==> src/rtl/grover_diffusion_stream.sv <==
// grover_diffusion_stream
//
// Streaming Grover diffusion stage. A frame of 2**NUM_BIT signed fixed-point
// amplitudes arrives LANES per beat and is buffered. While loading, the
// amplitude at the oracle index can be phase-inverted. Once the frame is
// complete, twice the mean is formed and the frame is replayed as
// 2*mean - a[k], with optional saturation to the amplitude width.
//
// Ports
//   clk        : clock, rising edge
//   rst_n      : asynchronous reset, active low
//   oracle_en  : negate the amplitude at oracle_idx while loading (sampled on beat 0)
//   oracle_idx : marked basis state (sampled on beat 0)
//   in_valid   : input beat valid
//   in_ready   : input beat accepted (LOAD state only)
//   in_data    : LANES amplitudes, lane j at [j*FPB +: FPB], index beat*LANES+j
//   out_valid  : output beat valid
//   out_ready  : downstream accepts output beat
//   out_data   : LANES diffused amplitudes, same packing as in_data
//   out_last   : final output beat of the frame
//   out_sat    : some lane of the current frame was clamped (SAT=1), sticky per frame

module grover_diffusion_stream #(
    parameter int NUM_BIT        = 3,
    parameter int FIXEDPOINT_BIT = 24,
    parameter int LANES          = 2,
    parameter int SAT            = 1
) (
    input  logic                              clk,
    input  logic                              rst_n,
    input  logic                              oracle_en,
    input  logic [NUM_BIT-1:0]                oracle_idx,
    input  logic                              in_valid,
    output logic                              in_ready,
    input  logic [LANES*FIXEDPOINT_BIT-1:0]   in_data,
    output logic                              out_valid,
    input  logic                              out_ready,
    output logic [LANES*FIXEDPOINT_BIT-1:0]   out_data,
    output logic                              out_last,
    output logic                              out_sat
);

    localparam int FPB        = FIXEDPOINT_BIT;
    localparam int NUM_SAMPLE = 1 << NUM_BIT;
    localparam int NUM_BEATS  = NUM_SAMPLE / LANES;
    localparam int CW         = (NUM_BEATS > 1) ? $clog2(NUM_BEATS) : 1;
    localparam int SW         = FPB + NUM_BIT;
    localparam logic [CW-1:0] LAST_ROW = CW'(NUM_BEATS - 1);

    typedef enum logic [1:0] {
        S_LOAD  = 2'd0,
        S_MEAN  = 2'd1,
        S_DRAIN = 2'd2
    } state_t;

    state_t                   state;
    logic [CW-1:0]            cnt;
    logic [CW-1:0]            rd_row;
    logic signed [SW-1:0]     sum;
    logic [FPB:0]             two_mean;
    logic                     orc_en_q;
    logic [NUM_BIT-1:0]       orc_idx_q;

    logic [LANES*FPB-1:0]     buf_mem [NUM_BEATS];

    // load path: oracle inversion and per-beat partial sum
    logic                     neg_en;
    logic [NUM_BIT-1:0]       neg_idx;
    logic [NUM_BIT-1:0]       base_idx;
    logic [FPB-1:0]           ld_lane;
    logic [LANES*FPB-1:0]     ld_row;
    logic [SW-1:0]            ld_sum;

    // drain path: diffusion and clamping of the current row
    logic [LANES*FPB-1:0]     rd_data;
    logic [FPB-1:0]           rd_lane;
    logic [FPB+1:0]           diff;
    logic [FPB-1:0]           res;
    logic [LANES*FPB-1:0]     dr_row;
    logic                     dr_sat;

    wire in_fire = in_valid && in_ready;

    // Beat 0 uses the live oracle inputs; later beats use the copy captured then.
    always_comb begin
        neg_en   = (cnt == '0) ? oracle_en  : orc_en_q;
        neg_idx  = (cnt == '0) ? oracle_idx : orc_idx_q;
        base_idx = NUM_BIT'(int'(cnt) * LANES);
        ld_row   = '0;
        ld_sum   = '0;
        ld_lane  = '0;
        for (int unsigned j = 0; j < LANES; j++) begin
            ld_lane = in_data[j*FPB +: FPB];
            // two's complement negation: the most negative code maps to itself
            if (neg_en && ((base_idx + NUM_BIT'(j)) == neg_idx))
                ld_lane = -ld_lane;
            ld_row[j*FPB +: FPB] = ld_lane;
            ld_sum = ld_sum + {{NUM_BIT{ld_lane[FPB-1]}}, ld_lane};
        end
    end

    always_comb begin
        rd_data = buf_mem[rd_row];
        dr_row  = '0;
        dr_sat  = 1'b0;
        rd_lane = '0;
        diff    = '0;
        res     = '0;
        for (int unsigned j = 0; j < LANES; j++) begin
            rd_lane = rd_data[j*FPB +: FPB];
            diff    = {two_mean[FPB], two_mean} - {{2{rd_lane[FPB-1]}}, rd_lane};
            // result fits FPB signed bits only when the top three bits agree
            if ((SAT != 0) && !((diff[FPB+1:FPB-1] == 3'b000) || (diff[FPB+1:FPB-1] == 3'b111))) begin
                res    = diff[FPB+1] ? {1'b1, {(FPB-1){1'b0}}} : {1'b0, {(FPB-1){1'b1}}};
                dr_sat = 1'b1;
            end else begin
                res = diff[FPB-1:0];
            end
            dr_row[j*FPB +: FPB] = res;
        end
    end

    always_ff @(posedge clk) begin
        if (state == S_LOAD && in_fire)
            buf_mem[cnt] <= ld_row;
    end

    always_ff @(posedge clk or negedge rst_n) begin
        if (!rst_n) begin
            state     <= S_LOAD;
            cnt       <= '0;
            rd_row    <= '0;
            sum       <= '0;
            two_mean  <= '0;
            orc_en_q  <= 1'b0;
            orc_idx_q <= '0;
            in_ready  <= 1'b1;
            out_valid <= 1'b0;
            out_data  <= '0;
            out_last  <= 1'b0;
            out_sat   <= 1'b0;
        end else begin
            case (state)
                S_LOAD: begin
                    if (in_fire) begin
                        sum <= sum + ld_sum;
                        if (cnt == '0) begin
                            orc_en_q  <= oracle_en;
                            orc_idx_q <= oracle_idx;
                        end
                        if (cnt == LAST_ROW) begin
                            cnt      <= '0;
                            in_ready <= 1'b0;
                            state    <= S_MEAN;
                        end else begin
                            cnt <= cnt + 1'b1;
                        end
                    end
                end
                S_MEAN: begin
                    // sum/NUM_SAMPLE*2, floor
                    two_mean <= (FPB+1)'(sum >>> (NUM_BIT - 1));
                    rd_row   <= '0;
                    state    <= S_DRAIN;
                end
                S_DRAIN: begin
                    // output register refills whenever it is empty or being consumed
                    if (!out_valid || out_ready) begin
                        if (out_valid && out_last) begin
                            out_valid <= 1'b0;
                            out_last  <= 1'b0;
                            out_sat   <= 1'b0;
                            sum       <= '0;
                            in_ready  <= 1'b1;
                            state     <= S_LOAD;
                        end else begin
                            out_data  <= dr_row;
                            out_valid <= 1'b1;
                            out_last  <= (rd_row == LAST_ROW);
                            if (dr_sat)
                                out_sat <= 1'b1;
                            if (rd_row != LAST_ROW)
                                rd_row <= rd_row + 1'b1;
                        end
                    end
                end
                default: state <= S_LOAD;
            endcase
        end
    end

endmodule

==> config.mk <==
export PLATFORM = sky130hd
export DESIGN_NAME = grover_diffusion_stream
export DESIGN_NICKNAME = d
export VERILOG_FILES = /design/src/rtl/grover_diffusion_stream.sv
export SDC_FILE = /design/constraint.sdc
export NUM_CORES = 1
export LEC_CHECK = 0
export ABC_AREA = 1
export CAP_MARGIN = 20
export CORE_MARGIN = 5
export CORE_UTILIZATION = 44
export CTS_CLUSTER_SIZE = 8
export DETAILED_ROUTE_END_ITERATION = 6
export DONT_BUFFER_PORTS = 1
export PLACE_DENSITY_LB_ADDON = 0.08
export SYNTH_ARGS = -nofsm -noshare
export SYNTH_HDL_FRONTEND = slang
export SYNTH_SLANG_ARGS = --single-unit
==> constraint.sdc <==
create_clock -name clk -period 7.3 [get_ports clk]
set_clock_uncertainty 0.2 [all_clocks]
set_input_delay 1.46 -clock clk [delete_from_list [all_inputs] [get_ports clk]]
set_output_delay 1.46 -clock clk [all_outputs]
set_load 0.02 [all_outputs]
==> flow_metrics.tcl <==
set metrics [dict create \
    cp-start-kind "input port" \
    dieHeight_um 212 \
    ys_ff_latch 306 \
    grt_pass1_vias 13846 \
    synth_top_area_share_pct 32.2 \
    track_usage_pct 24.4 \
    cp.required_ns 7.58 \
    seq_area_frac_synth_pct 48.2 \
    cts_tree "done" \
    synth_edf_count 192 \
    max_cap_violations 0 \
    top_layer_used "met4" \
    crit_type "in -> reg" \
    avgSynthCellArea_um2 8.95 \
    fin_tns_setup_ns 0 \
    grt_max_degree 115 \
    ys_types 59 \
    worstPathArrival_ns 6.55 \
    fillers 3826 \
    dieArea_um2 44800 \
    end_kind "register" \
    dr_total_vias 14160 \
    routed_wl_mm 54.8 \
    relSlewSlack_pct 32.9 \
    setup_slack_ns 1.03 \
    met1_length_mm 23.4 \
    seqCellArea_um2 8620 \
    synth_fp_nets 2165 \
    cts_root_buffer "clkbuf_16" \
    clockBufferDepth 3 \
    grt.overflow.total 0 \
    nets 2183 \
    status "finished clean" \
    clock_sinks 306 \
    min_period_ns 6.27 \
    fin_crit_sh_pct 85.9 \
    fmax_mhz 160 \
    routabilityCongestion 0.945 \
    ioPinCount 108 \
    core_area_um2 40000 \
    die_x_um 212 \
    synth_most_common_cell "nand2_1" \
    place_area_um2 18600 \
    ctsResizeCount 0 \
    multi_input_area_um2 8360 \
    drcViolationCount 0 \
    wl_per_cell_um 21.3 \
    clock_latency_ns 0.59 \
    cts_setup_buffers 0 \
    rsz0062_at_grt "false" \
    setup-violations-final 0 \
    dp_hpwl_mm 42.0 \
    area_delta_synth_final_pct 11.4 \
    synth_area_um2 17900 \
    synthArstFlopShare_pct 37.3 \
    synth_area_leaders "edfxtp_1, dfrtp_1, nand2_1" \
    yosysWarnings 0 \
    io_buffers 0 \
    first_pass_iters 5 \
    crit_fanout 6 \
    path_clk_slew_ns 0.05 \
    grt_pass1_wl_mm 82.6 \
    drtAntennaViolNets 0 \
    synth.largest_area_cell "edfxtp_1" \
    row_count 73 \
    hold_class "reg -> reg" \
    start_util_pct 44.7 \
    antenna_found_initial 2 \
    synth_ff_type "edfxtp_1" \
    ys_top_cells_by_count "nand2_1, a21oi_1, edfxtp_1" \
    final-hold-violation-count 0 \
    num_antenna_cells 0 \
    wl_met2_mm 25.6 \
    h-tree-depth 2 \
    final-max-slew-violation-count 0 \
    dp_slack_ns 0.533 \
    netlist_instances 1999 \
    tightest_slew_ns 1.00 \
    cts_made_buffers 44 \
    met3_length_mm 3.47 \
    routed_via_density 5.50 \
    final_layout_size_suffix_gt1_share_pct 6.78 \
    drtIter0Drc 988 \
    design_area_um2 19900 \
    hold_buffers 0 \
]
[layer usage]
layer  vias up  track usage, %
li1       6910               -
met1      6743            31.9
met2       409            39.8
met3        98            5.19
met4         0            9.53
met5         -               0
[area by class of cell]
class	count	area share (%)
clock buffers	76	6.23
clock inverters	3	0.452
inverters	185	3.49
multi-input cells	1449	42.0
flip-flops and latches	306	43.3
well taps	525	3.30
repair buffers	31	1.29
[worst paths after layout]
kind                              start            to  slack (ns)  cells after the start
setup reg to reg                 cnt[1]       sum[22]        1.11                     30
min in group asynchronous         rst_n  out_data[29]        0.37                      0
setup / recovery             in_data[0]       sum[26]        1.03                     24
hold reg to reg            orc_idx_q[0]  orc_idx_q[0]        0.28                      2
hold / removal             orc_idx_q[0]  orc_idx_q[0]        0.28                      2
max in group asynchronous         rst_n      in_ready        6.25                      0
[kinds of logic (layout without fill, tap and decap cells)]
| kind of cell | count (synthesis) | in the layout | synth area share, % |
|---|---|---|---|
| XOR/XNOR | 112 | 112 | 5.48 |
| AO/OA/AOI/OAI | 476 | 476 | 15.7 |
| AND/OR/NAND/NOR | 749 | 749 | 17.4 |
| multiplexers | 2 | 2 | 0.126 |
| buffers and inverters | 244 | 295 | 5.25 |
| adder cells (fa/ha/maj) | 110 | 110 | 7.86 |
| flip-flops | 306 | 306 | 48.2 |
[registers in the layout, indices dropped and copies added, names as in the netlist]
signal	flops
buf_mem	192
out_data	48
sum	27
two_mean	25
orc_idx_q	3
cnt	2
rd_row	2
state	2
in_ready	1
orc_en_q	1
out_last	1
out_sat	1
out_valid	1
[critical path, stage by stage]
cell,delay (ns)
inv_1,0.11
ha_1,0.19
nand2_1,0.10
nor3_2,0.20
nand3_1,0.14
or4_1,0.57
o41ai_1,0.59
nand2_1,0.13
xor2_1,0.32
ha_1,0.36
a21oi_1,0.25
nor3_1,0.07
a2111oi_0,0.36
nand2_1,0.14
xor2_1,0.16
ha_1,0.34
a21oi_1,0.22
o21bai_1,0.09
a221oi_1,0.28
o21ai_0,0.18
inv_1,0.08
nand3_1,0.08
nand3_1,0.08
nand2_1,0.05
[cells in the final DEF (no fill, tap or decap), types with 29 or more instances in the layout]
master,n
a21oi_1,216
a32o_1,44
buf_4,29
clkbuf_1,30
clkbuf_16,44
dfrtp_1,112
edfxtp_1,192
ha_1,106
inv_1,179
nand2_1,436
nand3_1,47
nor2_1,181
nor3_1,29
o21ai_0,129
xnor2_1,36
xor2_1,76
[metrics by stage]
stage               util (%)  hold WS [ns]  instances
finish                  49.8         0.285       2575
floorplan                  -         0.248       1999
global placement        46.5         0.265       2496
global route            49.8         0.323       2575
detailed placement      46.5         0.274       2496
CTS                     49.8         0.285       2575
Power is not shown: default switching activity piles up to over one toggle a cycle in this logic, so the estimate is an artifact.
